--- config.mk ---
export PLATFORM = sky130hd
export DESIGN_NAME = io_controller
export DESIGN_NICKNAME = d
export VERILOG_FILES = /design/src/rtl/io_controller_pkg.sv /design/src/rtl/io_tx_fifo.sv /design/src/rtl/io_controller.sv
export SDC_FILE = /design/constraint.sdc
export NUM_CORES = 1
export LEC_CHECK = 0
export ABC_AREA = 0
export CAP_MARGIN = 20
export CORE_MARGIN = 3
export CORE_UTILIZATION = 47
export CTS_CLUSTER_SIZE = 30
export DETAILED_ROUTE_END_ITERATION = 10
export PLACE_DENSITY = 0.71
export REMOVE_ABC_BUFFERS = 1
export SETUP_SLACK_MARGIN = 0.15
export SLEW_MARGIN = 0
export SYNTH_ARGS = -nofsm -noshare
export SYNTH_HDL_FRONTEND = slang
export SYNTH_HIERARCHICAL = 1
export SYNTH_SLANG_ARGS = --single-unit
--- constraint.sdc ---
create_clock -name clk -period 3.3 [get_ports clk]
set_input_delay 0.495 -clock clk [delete_from_list [all_inputs] [get_ports clk]]
set_output_delay 0.495 -clock clk [all_outputs]
set_load 0.05 [all_outputs]
--- src/rtl/io_controller_pkg.sv ---
// Shared definitions for the io_controller register block: register indices,
// STATUS bit layout and the run/drain/halt state encoding.
package io_controller_pkg;

    localparam int REG_IDX_W = 12;

    localparam logic [REG_IDX_W-1:0] REG_TX_DATA  = 12'd0;
    localparam logic [REG_IDX_W-1:0] REG_STATUS   = 12'd1;
    localparam logic [REG_IDX_W-1:0] REG_CYCLE_LO = 12'd2;
    localparam logic [REG_IDX_W-1:0] REG_CYCLE_HI = 12'd3;
    localparam logic [REG_IDX_W-1:0] REG_GPIO_OUT = 12'd4;
    localparam logic [REG_IDX_W-1:0] REG_GPIO_IN  = 12'd5;
    localparam logic [REG_IDX_W-1:0] REG_HALT     = 12'd4095;

    localparam int STATUS_EMPTY_BIT = 0;
    localparam int STATUS_FULL_BIT  = 1;
    localparam int STATUS_OVF_BIT   = 2;
    localparam int STATUS_COUNT_LSB = 4;
    localparam int STATUS_COUNT_W   = 5;

    typedef enum logic [1:0] {
        ST_RUN    = 2'd0,
        ST_DRAIN  = 2'd1,
        ST_HALTED = 2'd2
    } io_state_t;

    // Assemble the STATUS word; unused bits read as zero.
    function automatic logic [15:0] status_word(input logic empty, input logic full,
                                                input logic ovf,
                                                input logic [STATUS_COUNT_W-1:0] count);
        logic [15:0] w;
        w = '0;
        w[STATUS_EMPTY_BIT] = empty;
        w[STATUS_FULL_BIT]  = full;
        w[STATUS_OVF_BIT]   = ovf;
        w[STATUS_COUNT_LSB +: STATUS_COUNT_W] = count;
        return w;
    endfunction

endpackage

--- src/rtl/io_tx_fifo.sv ---
// Console transmit FIFO. The head entry is visible combinationally so a byte
// written into an empty FIFO is presented on the cycle after the push.
// Push while full is accepted only if a pop happens in the same cycle.
module io_tx_fifo #(
    parameter int DEPTH = 8,
    localparam int PTR_W = $clog2(DEPTH),
    localparam int CNT_W = PTR_W + 1
) (
    input  logic             clk,
    input  logic             reset,
    input  logic             push,
    input  logic [7:0]       push_data,
    input  logic             pop,
    output logic [7:0]       data,
    output logic             empty,
    output logic             full,
    output logic [CNT_W-1:0] count
);

    logic [7:0]       mem [DEPTH];
    logic [PTR_W-1:0] wr_ptr_reg;
    logic [PTR_W-1:0] rd_ptr_reg;
    logic [CNT_W-1:0] count_reg;
    logic             do_pop;
    logic             do_push;

    assign empty   = (count_reg == '0);
    assign full    = (count_reg == CNT_W'(DEPTH));
    assign do_pop  = pop && !empty;
    assign do_push = push && (!full || do_pop);
    assign data    = mem[rd_ptr_reg];
    assign count   = count_reg;

    // Storage write; contents need no reset since count gates visibility.
    always_ff @(posedge clk) begin
        if (do_push) begin
            mem[wr_ptr_reg] <= push_data;
        end
    end

    // Pointer and occupancy bookkeeping; pointers wrap naturally (power-of-two depth).
    always_ff @(posedge clk) begin
        if (reset) begin
            wr_ptr_reg <= '0;
            rd_ptr_reg <= '0;
            count_reg  <= '0;
        end else begin
            if (do_push) wr_ptr_reg <= wr_ptr_reg + 1'b1;
            if (do_pop)  rd_ptr_reg <= rd_ptr_reg + 1'b1;
            case ({do_push, do_pop})
                2'b10:   count_reg <= count_reg + 1'b1;
                2'b01:   count_reg <= count_reg - 1'b1;
                default: count_reg <= count_reg;
            endcase
        end
    end

endmodule

--- src/rtl/io_controller.sv ---
// Memory-mapped IO block: console TX FIFO, GPIO, optional cycle counter and a
// run/drain/halt sequencer. Optional feature macro: IO_CYCLE_COUNTER_EN
// (adds a 32-bit cycle counter with a high-half snapshot on CYCLE_LO reads).
import io_controller_pkg::*;

module io_controller #(
    parameter int TX_FIFO_DEPTH = 8
) (
    input  logic        clk,
    input  logic        reset,
    input  logic [11:0] register_index,
    input  logic        register_read,
    input  logic        register_write,
    input  logic [15:0] register_write_value,
    output logic [15:0] register_read_value,
    output logic [7:0]  tx_data,
    output logic        tx_valid,
    input  logic        tx_ready,
    output logic [15:0] gpio_out,
    input  logic [15:0] gpio_in,
    output logic        halted
);

    localparam int CNT_W = $clog2(TX_FIFO_DEPTH) + 1;

    io_state_t   state_reg, state_next;
    logic        write_en;
    logic        push;
    logic        pop;
    logic        ovf_event;
    logic        status_read;
    logic        overflow_reg;
    logic [15:0] gpio_out_reg;
    logic [15:0] gpio_sync1_reg, gpio_sync2_reg;
    logic [15:0] read_value_reg, read_mux;
    logic [15:0] cycle_lo, cycle_hi;
    logic [7:0]  fifo_data;
    logic        fifo_empty, fifo_full;
    logic [CNT_W-1:0] fifo_count;

    // Writes only take effect while running; reads are always served.
    assign write_en    = register_write && (state_reg == ST_RUN);
    assign push        = write_en && (register_index == REG_TX_DATA);
    assign pop         = tx_valid && tx_ready;
    assign ovf_event   = push && fifo_full && !pop;
    assign status_read = register_read && (register_index == REG_STATUS);

    assign tx_valid            = !fifo_empty;
    assign tx_data             = fifo_data;
    assign gpio_out            = gpio_out_reg;
    assign register_read_value = read_value_reg;

    io_tx_fifo #(.DEPTH(TX_FIFO_DEPTH)) u_tx_fifo (
        .clk       (clk),
        .reset     (reset),
        .push      (push),
        .push_data (register_write_value[7:0]),
        .pop       (pop),
        .data      (fifo_data),
        .empty     (fifo_empty),
        .full      (fifo_full),
        .count     (fifo_count)
    );

    // Sticky overflow; a STATUS read clears it unless a new drop lands the same cycle.
    always_ff @(posedge clk) begin
        if (reset)            overflow_reg <= 1'b0;
        else if (ovf_event)   overflow_reg <= 1'b1;
        else if (status_read) overflow_reg <= 1'b0;
    end

    // GPIO output register.
    always_ff @(posedge clk) begin
        if (reset) gpio_out_reg <= '0;
        else if (write_en && register_index == REG_GPIO_OUT) gpio_out_reg <= register_write_value;
    end

    // Two-flop synchroniser for the asynchronous GPIO inputs (deliberately unreset).
    always_ff @(posedge clk) begin
        gpio_sync1_reg <= gpio_in;
        gpio_sync2_reg <= gpio_sync1_reg;
    end

`ifdef IO_CYCLE_COUNTER_EN
    logic [31:0] cycle_count_reg;
    logic [15:0] cycle_snap_reg;

    // Free-running cycle counter that freezes once halted.
    always_ff @(posedge clk) begin
        if (reset) cycle_count_reg <= '0;
        else if (state_reg != ST_HALTED) cycle_count_reg <= cycle_count_reg + 32'd1;
    end

    // Capture the high half when the low half is read so the pair is coherent.
    always_ff @(posedge clk) begin
        if (reset) cycle_snap_reg <= '0;
        else if (register_read && register_index == REG_CYCLE_LO) cycle_snap_reg <= cycle_count_reg[31:16];
    end

    assign cycle_lo = cycle_count_reg[15:0];
    assign cycle_hi = cycle_snap_reg;
`else
    assign cycle_lo = '0;
    assign cycle_hi = '0;
`endif

    // Read decode from pre-write state, so a same-cycle write is not visible.
    always_comb begin
        read_mux = '0;
        case (register_index)
            REG_STATUS:   read_mux = status_word(fifo_empty, fifo_full, overflow_reg,
                                                 STATUS_COUNT_W'(fifo_count));
            REG_CYCLE_LO: read_mux = cycle_lo;
            REG_CYCLE_HI: read_mux = cycle_hi;
            REG_GPIO_OUT: read_mux = gpio_out_reg;
            REG_GPIO_IN:  read_mux = gpio_sync2_reg;
            default:      read_mux = '0;
        endcase
    end

    // Registered read data, held until the next read strobe.
    always_ff @(posedge clk) begin
        if (reset)              read_value_reg <= '0;
        else if (register_read) read_value_reg <= read_mux;
    end

    // Sequencer state register.
    always_ff @(posedge clk) begin
        if (reset) state_reg <= ST_RUN;
        else       state_reg <= state_next;
    end

    // Next-state and halted output: HALT write starts the drain, empty FIFO finishes it.
    always_comb begin
        state_next = state_reg;
        halted     = 1'b0;
        case (state_reg)
            ST_RUN: begin
                if (register_write && register_index == REG_HALT) state_next = ST_DRAIN;
            end
            ST_DRAIN: begin
                if (fifo_empty) state_next = ST_HALTED;
            end
            ST_HALTED: begin
                halted = 1'b1;
            end
            default: state_next = ST_RUN;
        endcase
    end

endmodule

==> results.md <==
- Worst Reg-to-Reg Cells: 11
- Vias in the first global route: 3616
- DRT Wirelength: 11300 um
- WP data required: 3630 ps
- Pwr per Cell Area: 554 mW/mm^2
- Complex-gate fraction of the synthesized area: 5.31%
- Gr usage total: 18.7%
- Number of buffers created by CTS: 17
- Initial antenna violation count: 0
- Synth area leader: edfxtp_1
- Antenna Nets Post-Route: 0
- Final Hold Viols: 0
- Largest net degree at the start of global routing: 32
- Simple-Gate Fraction of Synth Area: 8.73%
- Top sig layer: met4
- Final setup fails: 0
- Setup Skew: 6.40 ps
- Die height: 113 um
- DRT met1 WL: 4550 um
- Maximum clock frequency: 327 MHz
- Type of the worst setup path: in -> reg
- Hold-critical path depth: 0
- Hold Path Class: reg -> reg
- Die area: 0.0128 mm^2
- Leakage: 2.57 nW
- Met3 WL: 978 um
- Slew @ Worst Pin: 572 ps
- Layout cells sized above 1: 16.6%
- H-tree depth: 4
- Outcome: complete, no violations
- Post-Synthesis Cells: 369
- FF-to-FF End: u_tx_fifo/count[3]
- Adder-Cell Fraction of Synth Area: 1.30%
- Multiplexer share of the synthesized area: 15.6%
- Hold path start: gpio_sync1_reg[0]
- First-pass GRT wire length: 18200 um
- Critical Path AT: 3390 ps
- Crit start category: input pin
- Clock Latency Late Sink: 400 ps
- Average size of a mapped cell: 14.6 um^2
- Final core occ: 65.0%
- Max reg flops: 64
- Post-CTS Setup Repair Bufs: 0
- DIE WIDTH: 113 um
- Synth top cells by count: 80 x dfxtp_1, 64 x edfxtp_1, 35 x nor2_1, 28 x mux2i_1, 21 x nand2_1
- Diode count: 0
- DR iter-0 viols: 154
- Post-synthesis sequential area ratio: 65.6%
- DP Area: 0.00650 mm^2
- Post-CTS Hold Buffers: 0
- Synthesized flop and latch total: 144
- Max cap viols: 0
- Synth top area share: 35.8%
- Main combinational cell family by area after synthesis: multiplexers
- Core ar.: 0.0110 mm^2
- P&R area growth vs syn: 32.8%
- Distinct cells, synth: 54
- Boundary pin count: 91
- HPWL after DPL: 7700 um
- Most frequent cell after synthesis: dfxtp_1
- R2R setup slack: 400 ps
- Clk buf depth: 2
- XOR/XNOR share of the synthesized area: 1.14%
- Initial core utilization: 48.9%
- Cell Area, Synth: 0.00537 mm^2
- Final critical-path required period: 3060 ps
- R2r startpoint: u_tx_fifo/count[1]
- I/O Buffers: 90
- IR drop worst, VDD: 0.281 mV
- Final period util: 92.7%
- WHS Endpoint: gpio_sync2_reg[0]
- Vias per inst: 5.29
- CTS tree: yes
- Fin Setup TNS: 0 ps
- Top post-synthesis cells by area: edfxtp_1 36%, dfxtp_1 30%, mux2i_1 5.2%, mux4_1 4.9%, mux2_2 2.9%
- Ys flop type: dfxtp_1
- Critical-path maximum fanout: 4
- Fill cells: 794
- Drt pass-1 iters: 4
- Met2 WL post-DR: 5570 um
- WL/cell: 17.8 um
- DR vias: 3362
- GPL Wtd Cong: 0.806
- CTS Sinks: 144
- Post-synth EDFFs: 64
- Critical Path End Type: register
- DRC Markers: 0
- Final instance area: 0.00714 mm^2
- GRT overflow: 0
- RSZ-0062 raised after global routing: true
- Tot Pwr: 3.95 mW
- Final Slew Violations: 0
- Post-synth ARST share: 0%
- Std-Cell Rows: 38
- Top reg by flops: u_tx_fifo/mem
- Yosys Warn Count: 6
- Worst-path clk slew: 60 ps
- Worst slew margin: 61.8%
- NumNets Final: 536
- Root buf cell: clkbuf_16
how the worst max path moves through the flow:
stage,startpoint,cells past startpoint,slack [ps],endpoint
after global routing,register_index[9],11,130,u_tx_fifo/count[3]
after CTS,register,4,150,tx_data[7]
after global placement,register_index[9],11,70,u_tx_fifo/count[3]
after detailed placement,register_index[9],11,-80,u_tx_fifo/count[3]
after floorplan,register_index[9],5,-780,u_tx_fifo/mem[0][0]
final,register_index[9],11,240,u_tx_fifo/count[3]
report_power, final:
| group | switching (mW) | total [mW] | internal [mW] |
|---|---|---|---|
| combinational | 0.0500 | 0.116 | 0.0665 |
| sequential | 0.00481 | 1.89 | 1.88 |
| clock | 0.676 | 1.95 | 1.28 |
| total | 0.731 | 3.95 | 3.22 |
cells in the final DEF (no fill, tap or decap), types with 2 or more instances in the layout:
master,synthesis,layout
a21oi_1,5,4
dfxtp_1,80,80
mux2i_1,28,28
nand3_1,2,2
nand2b_1,4,4
edfxtp_1,64,64
nor3_1,5,5
nor2b_1,4,4
clkbuf_16,0,18
dlymetal6s2s_1,0,3
ha_1,4,4
a22oi_1,7,7
nor2_1,35,35
mux4_1,10,10
clkbuf_8,0,2
or4_4,2,2
mux4_2,6,6
xnor2_1,3,3
buf_4,0,21
nand2_1,21,21
clkbuf_1,8,3
nor4_1,2,2
o21ai_1,7,7
inv_1,5,5
nand4_1,4,4
o21ai_0,10,10
clkdlybuf4s50_1,0,86
clkinv_2,0,3
mux2_2,14,14
bufinv_16,0,3
o211ai_1,3,3
xor2_1,4,4
worst max-delay path, cell delays in order:
cell and delay, ps:
clkdlybuf4s50_1 420, or4_4 550, nor4_2 240, nor4b_2 280, or2_2 180, inv_1 50, ha_1 310, nand3_1 190
nor4bb_2 370, o21bai_1 150, a31oi_1 140
layout make-up:
class,instances,area (um^2),area share [%]
inverter,5,18.8,0.263
timing repair buffer,111,1060,14.9
multi-input combinational,203,1740,24.3
clock buffer,23,489,6.85
clock inverter,9,129,1.81
tap,140,175,2.45
sequential,144,3520,49.4
kinds of logic after synthesis:
group                    Yosys count
AO/OA/AOI/OAI                     42
multiplexers                      58
buffers and inverters             22
AND/OR/NAND/NOR                   91
flip-flops                       144
adder cells (fa/ha/maj)            5
XOR/XNOR                           7
metal layers:
| metal | global-route usage [%] | vias to the layer above |
|---|---|---|
| li1 | - | 1604 |
| met1 | 21.6 | 1617 |
| met2 | 31.0 | 120 |
| met3 | 8.34 | 21 |
| met4 | 6.89 | 0 |
| met5 | 0 | - |
timing repair:
action                     CTS  global route
gates cloned                 0             0
resized for setup            1             5
setup endpoints to repair    1             4
through the flow:
| step | hold slack, ps | setup slack, ps | std cells |
|---|---|---|---|
| after global placement | 310 | 65.7 | 602 |
| final | 326 | 240 | 635 |
| after global routing | 333 | 130 | 635 |
| after CTS | 325 | 152 | 634 |
| after floorplan | 310 | -780 | 352 |
| after detailed placement | 312 | -81.5 | 602 |
Note: power is estimated with default switching activity, not from simulation.
